<file path="src/rtl/mem_port_arbiter.sv">
// Round-robin arbiter sharing one memory port between fetch (port 0) and load/store (port 1).
// Latency: accept edge k -> mem_valid from k+1 -> done one cycle after mem_ready (min 2 cycles).
// Backpressure: gnt is low while a transaction is outstanding; an optional BUSY timeout is enabled by ARB_TIMEOUT_EN.
module mem_port_arbiter #(
    parameter int DATA_W  = 32,
    parameter int ADDR_W  = 32,
    parameter int TIMEOUT = 16
) (
    input  logic              clk,
    input  logic              rst_n,
    input  logic              req0,
    input  logic              req1,
    input  logic [ADDR_W-1:0] addr0,
    input  logic [ADDR_W-1:0] addr1,
    input  logic [DATA_W-1:0] wdata0,
    input  logic [DATA_W-1:0] wdata1,
    input  logic              we0,
    input  logic              we1,
    output logic              gnt0,
    output logic              gnt1,
    output logic              done0,
    output logic              done1,
    output logic              err0,
    output logic              err1,
    output logic [DATA_W-1:0] rdata,
    output logic              owner_sel,
    output logic              busy,
    output logic              mem_valid,
    output logic [ADDR_W-1:0] mem_addr,
    output logic [DATA_W-1:0] mem_wdata,
    output logic              mem_we,
    input  logic              mem_ready,
    input  logic [DATA_W-1:0] mem_rdata
);

    typedef enum logic {
        IDLE = 1'b0,
        BUSY = 1'b1
    } state_t;

    state_t state;
    // Port served most recently; a tie goes to the other one.
    logic   last_grant;

    // Reject impossible timeout settings at elaboration time.
    generate
        if (TIMEOUT < 2 || TIMEOUT > 65535) begin : g_bad_timeout
            $error("mem_port_arbiter: TIMEOUT must be in 2..65535");
        end
    endgenerate

`ifdef ARB_TIMEOUT_EN
    localparam int CW = $clog2(TIMEOUT);
    localparam logic [CW-1:0] CNT_MAX = CW'(TIMEOUT - 1);
    // BUSY cycles seen so far without mem_ready.
    logic [CW-1:0] to_cnt;
`else
    assign err0 = 1'b0;
    assign err1 = 1'b0;
`endif

    // Grants only in IDLE; round-robin on a tie.
    assign gnt0 = (state == IDLE) & req0 & (~req1 | last_grant);
    assign gnt1 = (state == IDLE) & req1 & (~req0 | ~last_grant);
    assign busy = (state == BUSY);

    // Arbitration FSM: latch winner's command, hold it until completion, then pulse done.
    always_ff @(posedge clk or negedge rst_n) begin
        if (!rst_n) begin
            state      <= IDLE;
            last_grant <= 1'b1;
            owner_sel  <= 1'b0;
            mem_valid  <= 1'b0;
            mem_addr   <= '0;
            mem_wdata  <= '0;
            mem_we     <= 1'b0;
            rdata      <= '0;
            done0      <= 1'b0;
            done1      <= 1'b0;
`ifdef ARB_TIMEOUT_EN
            err0       <= 1'b0;
            err1       <= 1'b0;
            to_cnt     <= '0;
`endif
        end else begin
            done0 <= 1'b0;
            done1 <= 1'b0;
`ifdef ARB_TIMEOUT_EN
            err0  <= 1'b0;
            err1  <= 1'b0;
`endif
            case (state)
                IDLE: begin
                    if (gnt0 || gnt1) begin
                        mem_addr   <= gnt1 ? addr1  : addr0;
                        mem_wdata  <= gnt1 ? wdata1 : wdata0;
                        mem_we     <= gnt1 ? we1    : we0;
                        owner_sel  <= gnt1;
                        last_grant <= gnt1;
                        mem_valid  <= 1'b1;
                        state      <= BUSY;
`ifdef ARB_TIMEOUT_EN
                        to_cnt     <= '0;
`endif
                    end
                end
                BUSY: begin
                    if (mem_ready) begin
                        // Writes return zero so rdata never shows stale bus data.
                        rdata     <= mem_we ? '0 : mem_rdata;
                        done0     <= ~owner_sel;
                        done1     <= owner_sel;
                        mem_valid <= 1'b0;
                        state     <= IDLE;
                    end
`ifdef ARB_TIMEOUT_EN
                    else if (to_cnt == CNT_MAX) begin
                        rdata     <= '0;
                        done0     <= ~owner_sel;
                        done1     <= owner_sel;
                        err0      <= ~owner_sel;
                        err1      <= owner_sel;
                        mem_valid <= 1'b0;
                        state     <= IDLE;
                    end else begin
                        to_cnt <= to_cnt + 1'b1;
                    end
`endif
                end
                default: state <= IDLE;
            endcase
        end
    end

endmodule

</file>
<file path="config.mk">
export PLATFORM = sky130hd
export DESIGN_NAME = mem_port_arbiter
export DESIGN_NICKNAME = d
export VERILOG_FILES = /design/src/rtl/mem_port_arbiter.sv
export SDC_FILE = /design/constraint.sdc
export NUM_CORES = 1
export LEC_CHECK = 0
export CAP_MARGIN = 20
export CORE_MARGIN = 10
export CORE_UTILIZATION = 40
export CTS_CLUSTER_DIAMETER = 80
export DETAILED_ROUTE_END_ITERATION = 7
export PLACE_DENSITY = 0.92
export RECOVER_POWER = 25
export SYNTH_ARGS = -nofsm -noshare
export SYNTH_HDL_FRONTEND = slang
export SYNTH_SLANG_ARGS = --single-unit
</file>
<file path="constraint.sdc">
create_clock -name clk -period 1.5 [get_ports clk]
set_input_delay 0.3 -clock clk [delete_from_list [all_inputs] [get_ports clk]]
set_output_delay 0.3 -clock clk [all_outputs]
set_load 0.005 [all_outputs]
</file>
# Yosys cells after proc, flatten, opt, wreduce, memory -nomap -nowiden
# Index checks and enable logic that the tools add are counted.
[word_totals]
reg_bits = 103
input_bits = 167
out_inout_bits = 106
word_cells = 41
[classes]
n_eq_ne = 2
n_mux = 14
bitwise_logic = 11
reduce_logical = 4
[op_table]
columns = ["cell", "n"]
rows = [
  ["$mux W32", 3],
  ["$mux W1", 9],
  ["$reduce_and A2 Y1", 3],
  ["$not A1 Y1", 5],
  ["$and A1 B1 Y1", 4],
  ["$pmux W1 S2", 2],
  ["$ne A2 B1 Y1 const B", 1],
  ["$ne A2 B2 Y1 const B", 1],
  ["$or A1 B1 Y1", 2],
  ["$logic_or A1 B1 Y1", 1],
]

# Logic depth before layout (Yosys ltp)
[depth]
depth_word = 6
mapped_depth = 7
mapped_depth_nobuf = 3

# Worst setup path after synthesis
# No wires, ideal clock.
[synth_timing]
kind = "register -> output"
startpoint = "register last_grant"
endpoint = "output gnt0"
t_arrival_ns = 1.166
required_time_ns = 1.200
slack_ns = 0.034
stages_incl_launch_ff = 5
n_path_buf = 2
path_cell_list = "dfstp_2 inv_2 buf_4 clkbuf_1 a211oi_1"
[synth_via]
elab_chain_cells = 2
[synth_rtl]
columns = ["item", "line_no", "text"]
rows = [
  ["start: declaration", "43", "logic last_grant;"],
  ["start signal: assignment", "99", "last_grant <= gnt1;"],
  ["$or A1 B1 Y1", "63", "assign gnt0 = (state == IDLE) & req0 & (~req1 | last_grant);"],
  ["$and A1 B1 Y1", "63", ""],
  ["end: declaration", "19", "output logic gnt0,"],
]
# No other way between the ends.

# Worst setup path after layout
# Same ends and word-level chain as after synthesis.

==> flow_metrics.tcl <==
set metrics [dict create \
    cts-root-buf "clkbuf_16" \
    grt_pass1_vias 5716 \
    synth_top_area_share 0.501 \
    clock_skew_ps 5.23 \
    yosysSeqAreaShare 0.506 \
    slowest_stage "dfstp_2" \
    yosysTopAreaCell "dfrtp_1" \
    layout_common_cells "clkdlybuf4s50_1, dfrtp_1, dlygate4sd2_1, o21ai_0, o2111ai_1" \
    final_util 0.719 \
    slew_headroom 0.517 \
    htree_levels 3 \
    fp.dieH_um 133 \
    gp_congestion 0.810 \
    hold_viol 0 \
    maxSlewViolCount 0 \
    end_kind "output port" \
    vias 5720 \
    grt_overflow 0 \
    netlist-cell-type-count 22 \
    layout.nets 981 \
    hold-worst-slack_ps 473 \
    die_x_um 133 \
    grt_pass1_wl_mm 32.9 \
    whs_endpoint "rdata[28]$_DFFE_PN0P_" \
    path_cells "inv_2, a211oi_2, buf_2" \
    critPathTopFamily "flip-flops" \
    clock-sinks 103 \
    min_from "rdata[28]$_DFFE_PN0P_" \
    reg2reg_depth 8 \
    crit_type "reg2out" \
    antenna_left 0 \
    grt_setup_unrepaired "true" \
    num_io_pins 273 \
    fmax_mhz 634 \
    synth_area_per_cell_um2 9.32 \
    drcViolationCount 0 \
    startpoint_type "flop" \
    final_area_um2 9030 \
    start_util 0.406 \
    place_area_um2 7910 \
    antenna_found_initial 1 \
    placement.io_buffers 270 \
    worstPathMaxFanout 2 \
    drt-initial-drc-count 562 \
    layout-drive-gt1-share 0.169 \
    pwr_density_cell_nw_per_um2 1490 \
    status "finished, violations left" \
    track_usage 0.233 \
    yosysWarnings 0 \
    core.rowCount 41 \
    grt_max_degree 67 \
    drv_cap 0 \
    syn_area_um2 5100 \
    routed_wl_mm 22.8 \
    syn_inst 547 \
    coreArea_um2 12600 \
    routedWlPerCell_um 23.0 \
    finalNonFillerCells 991 \
    placedCellCount 948 \
    cpPeakStageDelay_ps 550 \
    cts_tree "yes" \
    power_leakage_nw 3.65 \
    rr_endpoint "mem_addr[20]$_DFFE_PN0P_" \
    cts_buffers 9 \
    worstMarginPinSlew_ps 725 \
    rr_startpoint "busy$_DFF_PN0_" \
    cp.buffers_inverters 2 \
    violations "negative setup slack" \
    p_total_w 0.0135 \
    fin_crit_ps 1580 \
    synthTopCellsByArea "dfrtp_1, o2111ai_1, o21ai_0, a31oi_1, nor2_1" \
    setup_viol_count_final 40 \
    vdd_drop_max_v 0.000821 \
    dieArea_um2 17700 \
    fin_crit_sh 1.05 \
    rrSetupSlack_ps -70 \
    min_path_type "reg2reg" \
    dr.pass1.iters 5 \
    clkTransAtPathRegs_ps 70 \
    ys_seq_elements 103 \
    insertion_delay_ps 340 \
    syn_to_final_growth_pct 77.1 \
    layout_commonest_cell "clkdlybuf4s50_1" \
    holdPathStages 2 \
    viasPerCell 5.77 \
    worstPathRequired_ps 1200 \
    clockBufferDepth 2 \
    arrival_ps 1280 \
    dp_hpwl_mm 14.2 \
    fin_ws_ps -77.5 \
]
## layout make-up
class | count | area, um2
diodes | 1 | 2.50
clock buffers | 9 | 225
clock inverters | 6 | 61.3
fillers | 904 | 3540
inverters | 3 | 12.5
multi-input cells | 373 | 2470
flip-flops and latches | 103 | 2580
well taps | 172 | 215
repair buffers | 324 | 3470
## state kept, by name, indices dropped and copies added (netlist names)
| name | flops |
|---|---|
| done1 | 1 |
| mem_valid | 1 |
| mem_we | 1 |
| done0 | 1 |
| owner_sel | 1 |
| last_grant | 1 |
| busy | 1 |
| mem_addr | 32 |
| rdata | 32 |
| mem_wdata | 32 |
## routing by layer
layer	up-vias	global-route usage	share of wire
met5	-	0	0
met4	0	0.0941	0.033
met3	53	0.0666	0.092
met2	349	0.371	0.48
met1	2745	0.289	0.40
li1	2573	-	-
## tightest hold or removal path: cells and delay by family, from the launching register on
kind             cells  cell delay, ps
AND/OR/NAND/NOR      1              50
flip-flops           1             340
AO/OA/AOI/OAI        1              60
## cell families after synthesis
family	share of synthesized area
compound gates	0.295
simple gates	0.119
flops	0.506
buf+inv	0.0802
other cells	0.000735
## Yosys cell counts
library cell	n
o21ai_0	90
nand2b_2	1
conb_1	1
inv_2	3
buf_6	11
clkbuf_1	29
nand2_1	35
a31oi_1	65
o21ai_1	9
buf_4	6
a21o_1	1
dfrtp_1	102
a211oi_1	1
buf_2	24
dfstp_2	1
nor2_1	67
o21ba_1	1
o2111ai_1	65
o22ai_1	1
and2_1	1
and3_1	1
nand2b_1	32
## worst max path at each step
| stage | depth (start not counted) | start | slack [ps] | endpoint |
|---|---|---|---|---|
| after floorplan | 4 | last_grant$_DFFE_PN1P_ | 30 | gnt0 |
| after global placement | 5 | req0 | -550 | mem_addr[28]$_DFFE_PN0P_ |
| after detailed placement | 5 | req0 | -610 | mem_addr[28]$_DFFE_PN0P_ |
| after CTS | 3 | last_grant$_DFFE_PN1P_ | -80 | gnt0 |
| after global routing | 8 | busy$_DFF_PN0_ | -140 | mem_addr[19]$_DFFE_PN0P_ |
| final | 3 | last_grant$_DFFE_PN1P_ | -80 | gnt0 |
## stage by stage
stage | setup TNS, ps | setup slack [ps]
after global placement | -30450 | -550
after detailed placement | -34380 | -607
after floorplan | 0 | 34.0
after CTS | -883 | -84.4
final | -1290 | -77.5
after global routing | -4070 | -144
## where the power goes
part           switching, W  total [W]  internal, W
sequential         0.000712    0.00458      0.00387
combinational       0.00318    0.00659      0.00341
clock               0.00104    0.00233      0.00128
## repair_timing
item	in CTS	in global routing
gates cloned	11	6
pin swaps	3	3
resized for setup	141	96
setup buffers	12	2
hold endpoints to repair	74	0
hold buffers	1	0
setup endpoints to repair	166	69
(Power assumes the default switching activity.)
